[src/rtl/gf180mcu_fd_sc_mcu9t5v0__dffrq_pipe.sv]
// gf180mcu_fd_sc_mcu9t5v0__dffrq_pipe: DEPTH-stage enabled, clearable data pipeline with valid tags and occupancy count.
// Define GF180MCU_DFFRQ_PIPE_SCAN_EN to add a SE/SI/SO scan chain through every register.
module gf180mcu_fd_sc_mcu9t5v0__dffrq_pipe #(
   parameter int               WIDTH  = 8,
   parameter int               DEPTH  = 2,
   parameter logic [WIDTH-1:0] RSTVAL = '0
) (
   input  logic                         CLK,
   input  logic                         RST,
   input  logic                         EN,
   input  logic                         CLR,
   input  logic [WIDTH-1:0]             D,
   input  logic                         DV,
`ifdef GF180MCU_DFFRQ_PIPE_SCAN_EN
   input  logic                         SE,
   input  logic                         SI,
   output logic                         SO,
`endif
   output logic [WIDTH-1:0]             Q,
   output logic                         QV,
   output logic [$clog2(DEPTH+1)-1:0]   OCC
);
   localparam int SW = DEPTH * WIDTH;
   localparam int OW = $clog2(DEPTH + 1);
   // Stage k data lives in s_q[k*WIDTH +: WIDTH]; stage 0 sits at the LSBs.
   logic [SW-1:0]    s_q, s_d;
   logic [DEPTH-1:0] v_q, v_d;
   logic [OW-1:0]    occ;
   always_comb begin
      s_d = CLR ? {DEPTH{RSTVAL}} : EN ? SW'({s_q, D}) : s_q;
      v_d = CLR ? '0 : EN ? DEPTH'({v_q, DV}) : v_q;
`ifdef GF180MCU_DFFRQ_PIPE_SCAN_EN
      if (SE) {v_d, s_d} = (SW + DEPTH)'({v_q, s_q, SI});
`endif
   end
   always_ff @(posedge CLK or posedge RST) begin
      if (RST) begin
         s_q <= {DEPTH{RSTVAL}};
         v_q <= '0;
      end else begin
         s_q <= s_d;
         v_q <= v_d;
      end
   end
   always_comb begin
      occ = '0;
      for (int k = 0; k < DEPTH; k++) occ = occ + OW'(v_q[k]);
   end
   assign Q   = s_q[SW-1 -: WIDTH];
   assign QV  = v_q[DEPTH-1];
   assign OCC = occ;
`ifdef GF180MCU_DFFRQ_PIPE_SCAN_EN
   assign SO  = v_q[DEPTH-1];
`endif
endmodule

[config.mk]
export PLATFORM = sky130hd
export DESIGN_NAME = gf180mcu_fd_sc_mcu9t5v0__dffrq_pipe
export DESIGN_NICKNAME = d
export VERILOG_FILES = /design/src/rtl/gf180mcu_fd_sc_mcu9t5v0__dffrq_pipe.sv
export SDC_FILE = /design/constraint.sdc
export NUM_CORES = 1
export LEC_CHECK = 0
export BUFFER_PORTS_ARGS = -buffer_cell sky130_fd_sc_hd__buf_2
export CAP_MARGIN = 30
export CELL_PAD_IN_SITES_DETAIL_PLACEMENT = 1
export CELL_PAD_IN_SITES_GLOBAL_PLACEMENT = 2
export CORE_MARGIN = 8
export CORE_UTILIZATION = 35
export CTS_BUF_LIST = sky130_fd_sc_hd__clkbuf_8
export DETAILED_ROUTE_END_ITERATION = 12
export PLACE_DENSITY_LB_ADDON = 0.1
export SYNTH_ARGS = -nofsm -noshare
export SYNTH_HDL_FRONTEND = slang
export SYNTH_SLANG_ARGS = --single-unit
[constraint.sdc]
create_clock -name CLK -period 1 [get_ports CLK]
set_input_delay 0.15 -clock CLK [delete_from_list [all_inputs] [get_ports CLK]]
set_output_delay 0.15 -clock CLK [all_outputs]
set_load 0.05 [all_outputs]
* Yosys cells after proc, flatten, opt, wreduce, memory -nomap -nowiden
Cells that the tools add are included.
Word-level totals: flip-flop bits (word level) 18, bits of input ports 13, output and inout port bits 11, logic and storage cells 8
Cells by class: mux-type cells 4, reductions and logical operators 1, add/subtract/negate cells 1
Operators with widths (count):
- $mux W16 | 2
- $mux W2 | 2
- $add A1 B1 Y2 | 1
- $reduce_bool A2 Y1 | 1

* Depth between registers and ports, before layout
Gate-level depths: netlist of the first run.
word-level depth 2, gate-level depth with buffers 4, mapped depth without buffers 2

* Worst setup path after synthesis of the first run
OpenSTA, ideal clock, no wires.
path type register -> output, from reg v_q[1], to out OCC[0], setup slack -0.348 ns, stages on the path, launching flop included 2, required time 0.850 ns, buffers on the path 0, arrival time 1.198 ns, path through dfrtp_1 > ha_1
Between the ends: longest elaborated chain between the ends 1
Ends and longest elaborated chain:
- start, declared | RTL line 27 | logic [DEPTH-1:0] v_q, v_d;
- start signal, assigned | RTL line 42 | v_q <= v_d;
- $add A1 B1 Y2 | RTL line 47 | for (int k = 0; k < DEPTH; k++) occ = occ + OW'(v_q[k]);
- end, declared | RTL line 21 | output logic [$clog2(DEPTH+1)-1:0] OCC
No other way between the ends.

* Worst setup path after layout of the first run
Ends and elaborated chain as after synthesis.

==> results, run 1 <==
- Detailed routing inserted a total of 521 vias.
- The via count of the first global-routing pass is 569.
- The largest fanout of any net on the critical path is 2.
- The delay contributed by the slowest stage of the critical path is 0.43 ns.
- The area of the core is 2210 um2.
- Global routing used 8.42% of the available tracks.
- The synthesized area per cell is 12.0 um2.
- The critical path start-end classification is flip-flop to output port.
- The number of register bits inferred by synthesis is 18.
- The worst slack after detailed placement is -0.0705 ns.
- Hold timing on the final database bottoms out at a slack of 0.146 ns.
- The tool flagged a number of max-cap violations equal to 0.
- The number of DRC markers in iteration 0 is 12.
- The worst pin sits at a relative slew slack of 78.4%.
- The residual antenna-violating net count after detailed routing is 0.
- The measured slew at the worst slew-check pin is 0.325 ns.
- The mean routed wirelength per cell is 13.9 um.
- Counting the buffers created by CTS gives 3.
- The total overflow left after global routing is 0.
- The share of total power in the clock network is 35.7%.
- STA classifies the critical path startpoint as a flip-flop.
- The first TritonRoute pass finished after 2 iterations.
- In this run the horizontal extent of the chip is 64.3 um.
- Counting instances in the post-synthesis netlist gives the leading cell types as 18 x sky130_fd_sc_hd__dfrtp_1, 18 x sky130_fd_sc_hd__mux2i_1, 18 x sky130_fd_sc_hd__nor2_1.
- In the finished design, the share of the clock period the worst path needs comes to 124%.
- During I/O placement, the number of pins put on the boundary was 24.
- Sorting the synthesized cells by area gives the leading types as sky130_fd_sc_hd__dfrtp_1 55%, sky130_fd_sc_hd__mux2i_1 22%, sky130_fd_sc_hd__nor2_1 8.3%.
- The synthesized instance count is 68.
- After detailed placement, the design holds a cell count of 111.
- The most common flop cell mapped by yosys is sky130_fd_sc_hd__dfrtp_1.
- The die is 64.3 um tall.
- For this run, design rule violations remaining after detail routing come to 0.
- The total buffers and inverters traversed by the critical path is 1.
- In the post-route analysis, the smallest setup slack over all paths is -0.238 ns.
- The end-of-flow core utilization is 47.9%.
- The count of pins over their slew limit is 0.
- Combinational logic is responsible for 15.5% of the overall power.
- The share of the synthesized area in the top cell type is 55.2%.
- In this run, distinct cell masters in the synthesized netlist total 10.
- The total nets after synthesis is 82.
- The final critical delay including setup and external delays is 1.24 ns.
- The type of element capturing the critical path is an output port.
- In this run the worst hold path is classified as primary input to flip-flop.
- The first global-routing pass estimated 2.71 mm of wire.
- The flow ran to the end, but the final reports show violations.
- The count of endpoints failing setup in the final report is 3.
- The cell type with the highest aggregate area in the netlist is sky130_fd_sc_hd__dfrtp_1.
- Of the cells placed in the final design, the portion with a size suffix greater than 1 is 37.5%.
- Clock tree synthesis found a total of 18 sinks.
- Data on the critical path is required at its endpoint by 0.85 ns.
- The area of the mapped netlist is 816 um2.
- Once detailed placement completed, the half-perimeter wirelength came to 1.18 mm.
- The number of antenna violations at the first check in global routing came to 0.
- After clock tree synthesis, the clock-pin slew on the worst setup and hold paths is 0.07 ns.
- The tree is rooted in a sky130_fd_sc_hd__clkbuf_8.
- IR analysis of the VDD net gives a maximum drop of 0.000885 V.
- The net count reported at finish is 103.
- The total routed wirelength is 1.61 mm.
- Entering global routing, the biggest net connects 19 pins.
- The area growth from synthesis to layout is 29.8%.
- Routability-driven placement finished with a final weighted congestion of 0.626.
- TritonCTS built the clock tree.
- The count of flip-flops with a built-in enable after synthesis is 0.
- Traced cell by cell, the critical path runs through ha_4 -> buf_8.
- Between clock sinks in the finished design, the worst skew comes to 0.000376 ns.
- The analysis attributes to net switching a power of 0.000385 W.
- The family with the most delay on the worst path is flip-flops.
- The slowest stage cell on the critical path is sky130_fd_sc_hd__dfrtp_2.
- In this run switching power makes up 24.0% of total power.
- The data arrival time of the critical path is 1.09 ns.
- The analysis attributes to cell leakage a power of 0.565 nW.
- For the final routed database, the setup TNS stands at -0.465 ns.
- The starting density of the core is 36.9%.
- The non-filler instance count after layout is 116.
- Row generation in the floorplan step produced 17 rows.
- The number of buffers between clock root and the deepest sink is 2.
- The antenna diode count is 0.
- The async set-reset flop share out of synthesis is 100%.
- Setup repair after global routing could not meet its margin everywhere.
- The power density over cell area is 1520 nW/um2.
- The sequential area share after synthesis is 55.2%.
- In this run the number of H-tree levels came out at 1.
- The final hold violation count was 0.
- The sequential cell fraction of total power is 48.8%.
- Cell internal power was estimated by the tool at 0.00122 W.
- The maximum clock frequency is 808 MHz.
- The number of vias per cell is 4.49.
- The total of buffers placed on input and output ports is 23.
- The number of setup buffers added after CTS is 0.
- The insertion delay to the later sink of the worst-skew pair is 0.25 ns.
- The overall die area is 4130 um2.
- The Yosys warning count is 0.
- The final reports fail on negative setup slack.
kinds of logic after synthesis:
logic type                 Yosys count  share of synthesized area (%)
adders and majority gates            1                           1.53
buffers and inverters               13                           12.9
DFF                                 18                           55.2
muxes                               18                           22.1
and+or+nand+nor                     18                           8.28
final cells by class:
class / instances / area (um2)
multi-input combinational: 37 / 273
timing repair buffer: 28 / 240
inverter: 1 / 3.75
fill: 253 / 1150
sequential: 18 / 452
tap: 28 / 35.0
clock buffer: 4 / 55.1
metal layers:
layer	GRT usage [%]	routed length [um]
met5	0	0
met4	4.90	36
met3	3.31	104
met2	13.4	782
met1	9.30	688
sequential cells by signal (all words and copies together), names as in the netlist:
name and flops:
s_q 16, v_q 2
power by group through the flow:
stage	Combinational, W	Clock, W	Sequential, W
floorplan	0.000181	0	0.000794
detailed placement	0.000224	0	0.000794
CTS	0.000247	0.000595	0.000781
finish	0.000248	0.000573	0.000783
global placement	0.000220	0	0.000792
global route	0.000269	0.000638	0.000786
layout by cell type (no fill, tap or decap):
cell	n
sky130_fd_sc_hd__clkbuf_8	4
sky130_fd_sc_hd__ha_4	1
sky130_fd_sc_hd__nor2_1	18
sky130_fd_sc_hd__buf_8	2
sky130_fd_sc_hd__inv_1	1
sky130_fd_sc_hd__dfrtp_2	1
sky130_fd_sc_hd__buf_4	4
sky130_fd_sc_hd__buf_6	8
sky130_fd_sc_hd__buf_2	12
sky130_fd_sc_hd__mux2i_1	18
sky130_fd_sc_hd__buf_12	1
sky130_fd_sc_hd__dlygate4sd3_1	1
sky130_fd_sc_hd__dfrtp_1	17
worst register-to-register path, delay by kind of cell (launching register included):
family / cells / cell delay (ns)
and+or+nand+nor: 1 / 0.06
muxes: 1 / 0.12
DFF: 1 / 0.41
buffers and inverters: 1 / 0.15
per-stage QoR:
step	total power (W)	cell area [um2]
after floorplan	0.000975	830
after global routing	0.00169	1060
after global placement	0.00101	921
final	0.00160	1060
after CTS	0.00162	1030
after detailed placement	0.00102	921
final timing paths:
check | start | cells after the start | slack (ns) | to
setup / recovery | v_q[1]$_DFFE_PP0P_ | 2 | -0.24 | OCC[0]
hold / removal | D[3] | 3 | 0.15 | s_q[3]$_DFFE_PP0P_
setup reg to reg | v_q[0]$_DFFE_PP0P_ | 3 | 0.14 | v_q[0]$_DFFE_PP0P_
hold reg to reg | s_q[6]$_DFFE_PP0P_ | 2 | 0.52 | s_q[6]$_DFFE_PP0P_
max in group asynchronous | RST | 4 | 0.34 | v_q[1]$_DFFE_PP0P_
min in group asynchronous | RST | 4 | 0.45 | s_q[12]$_DFFE_PP0P_
timing repair:
action | in CTS | in global routing
setup endpoints to repair | 11 | 9
hold endpoints to repair | 18 | 0
gates resized for setup | 15 | 8
hold buffers | 1 | 0
pin swaps | 1 | 0
gates cloned | 0 | 0
No activity file was read; power rests on OpenSTA's default activity.
==> run 2: changes to the inputs <==
--- a/config.mk
+++ b/config.mk
@@ -6,4 +6,5 @@
 export NUM_CORES = 1
 export LEC_CHECK = 0
+export ABC_AREA = 1
 export BUFFER_PORTS_ARGS = -buffer_cell sky130_fd_sc_hd__buf_2
 export CAP_MARGIN = 30
@@ -11,5 +12,5 @@
 export CELL_PAD_IN_SITES_GLOBAL_PLACEMENT = 2
 export CORE_MARGIN = 8
-export CORE_UTILIZATION = 35
+export CORE_UTILIZATION = 32
 export CTS_BUF_LIST = sky130_fd_sc_hd__clkbuf_8
 export DETAILED_ROUTE_END_ITERATION = 12
==> constraint.sdc (replaced) <==
create_clock -name CLK -period 1 [get_ports CLK]
set_input_delay 0.1 -clock CLK [delete_from_list [all_inputs] [get_ports CLK]]
set_output_delay 0.1 -clock CLK [all_outputs]
set_load 0.05 [all_outputs]
==> run 2 against run 1 <==
  * The run still ends with negative setup slack left
  * Die area up 5.4%
  * Clock skew rose by 0.0035 ns
  * Worst hold slack lost 0.066 ns
  * Largest cell class unchanged
==> results, run 2 <==
- The most common cell after layout, fill and taps aside is sky130_fd_sc_hd__nand2_1.
- The insertion delay to the later sink of the worst-skew pair is 0.25 ns.
- The first global-routing pass estimated 3.13 mm of wire.
- Across all register-to-register paths, the minimum setup slack is 0.22 ns.
- The switching share of power is 25.5%.
- The TritonCTS sink count is 18.
- After routing the design area is 991 um2.
- The number of clock buffers added by TritonCTS is 3.
- The most common flop cell mapped by yosys is sky130_fd_sc_hd__dfrtp_1.
- At the worst endpoint, the required time is 0.90 ns.
- The via total after detailed routing is 614.
- Dividing the detail-routed via count by the number of cells gives 4.45.
- The most critical setup path has its startpoint at v_q[1]$_DFFE_PP0P_.
- The count of flip-flops with a built-in enable after synthesis is 0.
- The largest net degree at the start of global routing is 19.
- The measured slew at the worst slew-check pin is 0.429 ns.
- The final layout contains 123 nets.
- The maximum clock frequency is 849 MHz.
- The total nets after synthesis is 102.
- Setup repair after global routing could not meet its margin everywhere.
- 0 antenna diodes ended up in the layout.
- The internal power of the cells is 0.00111 W.
- The register with the most flip-flops in the layout has 16 of them.
- After detailed routing, the number of remaining DRC violations is 0.
- The peak supply drop is 0.000852 V.
- The number of register bits inferred by synthesis is 18.
- Subtracting the final worst setup slack from the clock period gives 1.18 ns.
- The final hold violation count is 0.
- The detailed placement HPWL is 1.18 mm.
- The sequential area share after synthesis is 56.3%.
- The largest registers in the layout are s_q x16, v_q x2.
- Across every metal layer, demand over resource in global routing totals 9.46%.
- The standard-cell row count is 18.
- The sequential cell fraction of total power is 52.4%.
- Setup slack on the critical path of the routed design comes to -0.178 ns.
- The share of total power in the clock network is 33.3%.
- The overall die area is 4350 um2.
- The tool flagged a number of max-cap violations equal to 0.
- After clock tree synthesis, the setup repair step added 0 buffers.
- After clock tree synthesis, the clock-pin slew on the worst setup and hold paths is 0.07 ns.
- The total overflow reported by the global router is 0.
- The switching power is 0.000379 W.
- The area growth from synthesis to layout is 23.9%.
- TritonCTS built the clock tree.
- The leakage power is 0.568 nW.
- The most frequently used cell type in the post-synthesis netlist is sky130_fd_sc_hd__nand2_1.
- By startpoint and endpoint, the worst setup path is classified as flip-flop to output port.
- The core region is 2430 um2.
- The mean routed wirelength per cell is 12.5 um.
- In this run the worst setup path terminates at OCC[0].
- In this run, the combinational gates consume 14.3% of the power.
- Before antenna repair, the detailed router went through 4 iterations.
- The flow ran to the end, but the final reports show violations.
- The number of primary I/O pins is 24.
- The clock skew after layout is 0.00390 ns.
- Cells with a size suffix above 1 make up 31.5% of the layout.
- The residual antenna-violating net count after detailed routing is 0.
- The count of pins over their slew limit is 0.
- Yosys printed 0 warnings.
- The vertical die dimension is 66.0 um.
- The destination of the worst register-to-register timing path is v_q[1]$_DFFE_PP0P_.
- In this run the clock root is driven by a sky130_fd_sc_hd__clkbuf_8.
- In this run the tightest slew margin relative to its limit is 71.4%.
- The critical path startpoint category is a flip-flop.
- The congestion estimate from routability-driven global placement came to 0.629.
- For this run, asynchronously set or reset flops after synthesis account for 100%.
- Counting every instance in the synthesized netlist gives 88.
- The worst hold path belongs to the class primary input to flip-flop.
- Leaving out fill and tap cells, the most frequent cells in the layout are 36 x sky130_fd_sc_hd__nand2_1, 18 x sky130_fd_sc_hd__nand3_1, 17 x sky130_fd_sc_hd__dfrtp_1.
- The number of DRC markers in iteration 0 is 24.
- The number of levels the H-tree was split into is 1.
- The area of the mapped netlist is 800 um2.
- The largest fanout of any net on the critical path is 2.
- The number of antenna violations at the first check in global routing is 0.
- Measured along the x axis, the die boundary spans 66.0 um.
- Ranked by flip-flop count, first place goes to s_q.
- The total chip power is 0.00148 W.
- The synthesized area per cell is 9.09 um2.
- The power density over cell area is 1500 nW/um2.
- The total routed wirelength is 1.73 mm.
- The instance area at placement is 903 um2.
- After filler insertion, the fill cell instance count of the layout stands at 302.
- The via count of the first global-routing pass is 705.
- In this run the critical register-to-register path is launched from v_q[0]$_DFFE_PP0P_.
- The final clock period utilization by the worst path is 118%.
- The share of the synthesized area in the top cell type is 56.3%.
- The starting density of the core is 32.9%.
- The cell type with the highest aggregate area in the netlist is sky130_fd_sc_hd__dfrtp_1.
- Sorting the synthesized cells by area gives the leading types as sky130_fd_sc_hd__dfrtp_1 56%, sky130_fd_sc_hd__nand2_1 17%, sky130_fd_sc_hd__nand3_1 11%.
- STA classifies the critical path endpoint as an output port.
- After synthesis, the netlist uses 10 different library cells.
- Counting instances in the post-synthesis netlist gives the leading cell types as 36 x sky130_fd_sc_hd__nand2_1, 18 x sky130_fd_sc_hd__dfrtp_1, 18 x sky130_fd_sc_hd__nand3_1.
- Setup violations remaining at the end of the flow were counted as 3.
- The checks that failed: negative setup slack.
- The longest clock path from root to sink contains 2 buffers.
- For the worst flop-to-flop path, the logic depth is 3.
- During placement, the flow inserted port buffers numbering 23.
- STA puts the critical path data arrival time at 1.08 ns.
[run 2: cell types whose count changed after synthesis, moves of 18 or more]
cell and change:
sky130_fd_sc_hd__nand2_1 +36, sky130_fd_sc_hd__mux2i_1 -18, sky130_fd_sc_hd__nand3_1 +18, sky130_fd_sc_hd__nor2_1 -18
[run 2: area by class of cell]
cell class	instances	area [um2]	area share, %
Clock buffer	3	41.3	4.17
Clock inverter	1	3.75	0.379
Inverter	2	7.51	0.758
Multi-Input combinational cell	56	262	26.4
Sequential cell	18	452	45.6
Tap cell	30	37.5	3.79
Timing Repair Buffer	28	188	18.9
[run 2: per-layer routing]
layer  GRT usage [%]  vias up  wire, um
li1                -      310         -
met1            10.0      286       752
met2            15.3       14       807
met3            3.05        4       117
met4            7.20        0        48
met5               0        -         0
[run 2: cell families after synthesis]
| kind of cell | Yosys count | synth area share [%] |
|---|---|---|
| simple gates | 55 | 29.6 |
| flops | 18 | 56.3 |
| buf+inv | 14 | 12.5 |
| fa+ha+maj | 1 | 1.56 |
[run 2: critical path, cell delays in order, from the launching register on]
cell and delay, ns:
sky130_fd_sc_hd__dfrtp_2 0.42, sky130_fd_sc_hd__ha_4 0.27, sky130_fd_sc_hd__buf_8 0.13
[run 2: worst min-delay path by stage]
stage	cells past startpoint	slack, ns	startpoint	end
finish	3	0.08	D[7]	s_q[7]$_DFFE_PP0P_
floorplan	1	0.04	RST	s_q[0]$_DFFE_PP0P_
detailed placement	3	0.14	RST	s_q[6]$_DFFE_PP0P_
CTS	3	0.07	D[0]	s_q[0]$_DFFE_PP0P_
global route	3	0.09	D[3]	s_q[3]$_DFFE_PP0P_
global placement	3	0.13	RST	s_q[14]$_DFFE_PP0P_
[run 2: power by group through the flow]
stage / logic [W] / clock network (W) / registers, W
3_3_place_gp: 0.000198 / 0 / 0.000790
6_report: 0.000213 / 0.000494 / 0.000778
2_1_floorplan: 0.000155 / 0 / 0.000794
3_5_place_dp: 0.000200 / 0 / 0.000792
5_1_grt: 0.000236 / 0.000548 / 0.000782
4_1_cts: 0.000217 / 0.000532 / 0.000778
[run 2: timing repair]
item                                   in CTS  in global routing
endpoints found under the hold margin      18                  0
setup endpoints to repair                   3                  7
resized for setup                           7                  4
hold buffers                                1                  0
gates cloned                                0                  0
pin swaps                                   1                  0
[run 2: stage by stage]
step / hold slack [ns] / setup TNS, ns / instances / setup slack [ns] / util (%)
4_1_cts: 0.0686 / -0.368 / 138 / -0.196 / 40.3
3_5_place_dp: 0.138 / -0.00913 / 133 / -0.00913 / 37.1
3_3_place_gp: 0.129 / -0.000356 / 133 / -0.000356 / 37.1
6_report: 0.0795 / -0.312 / 138 / -0.178 / 40.7
5_1_grt: 0.0903 / -0.387 / 138 / -0.204 / 40.7
2_1_floorplan: 0.0385 / -0.00809 / 88 / -0.00809 / -
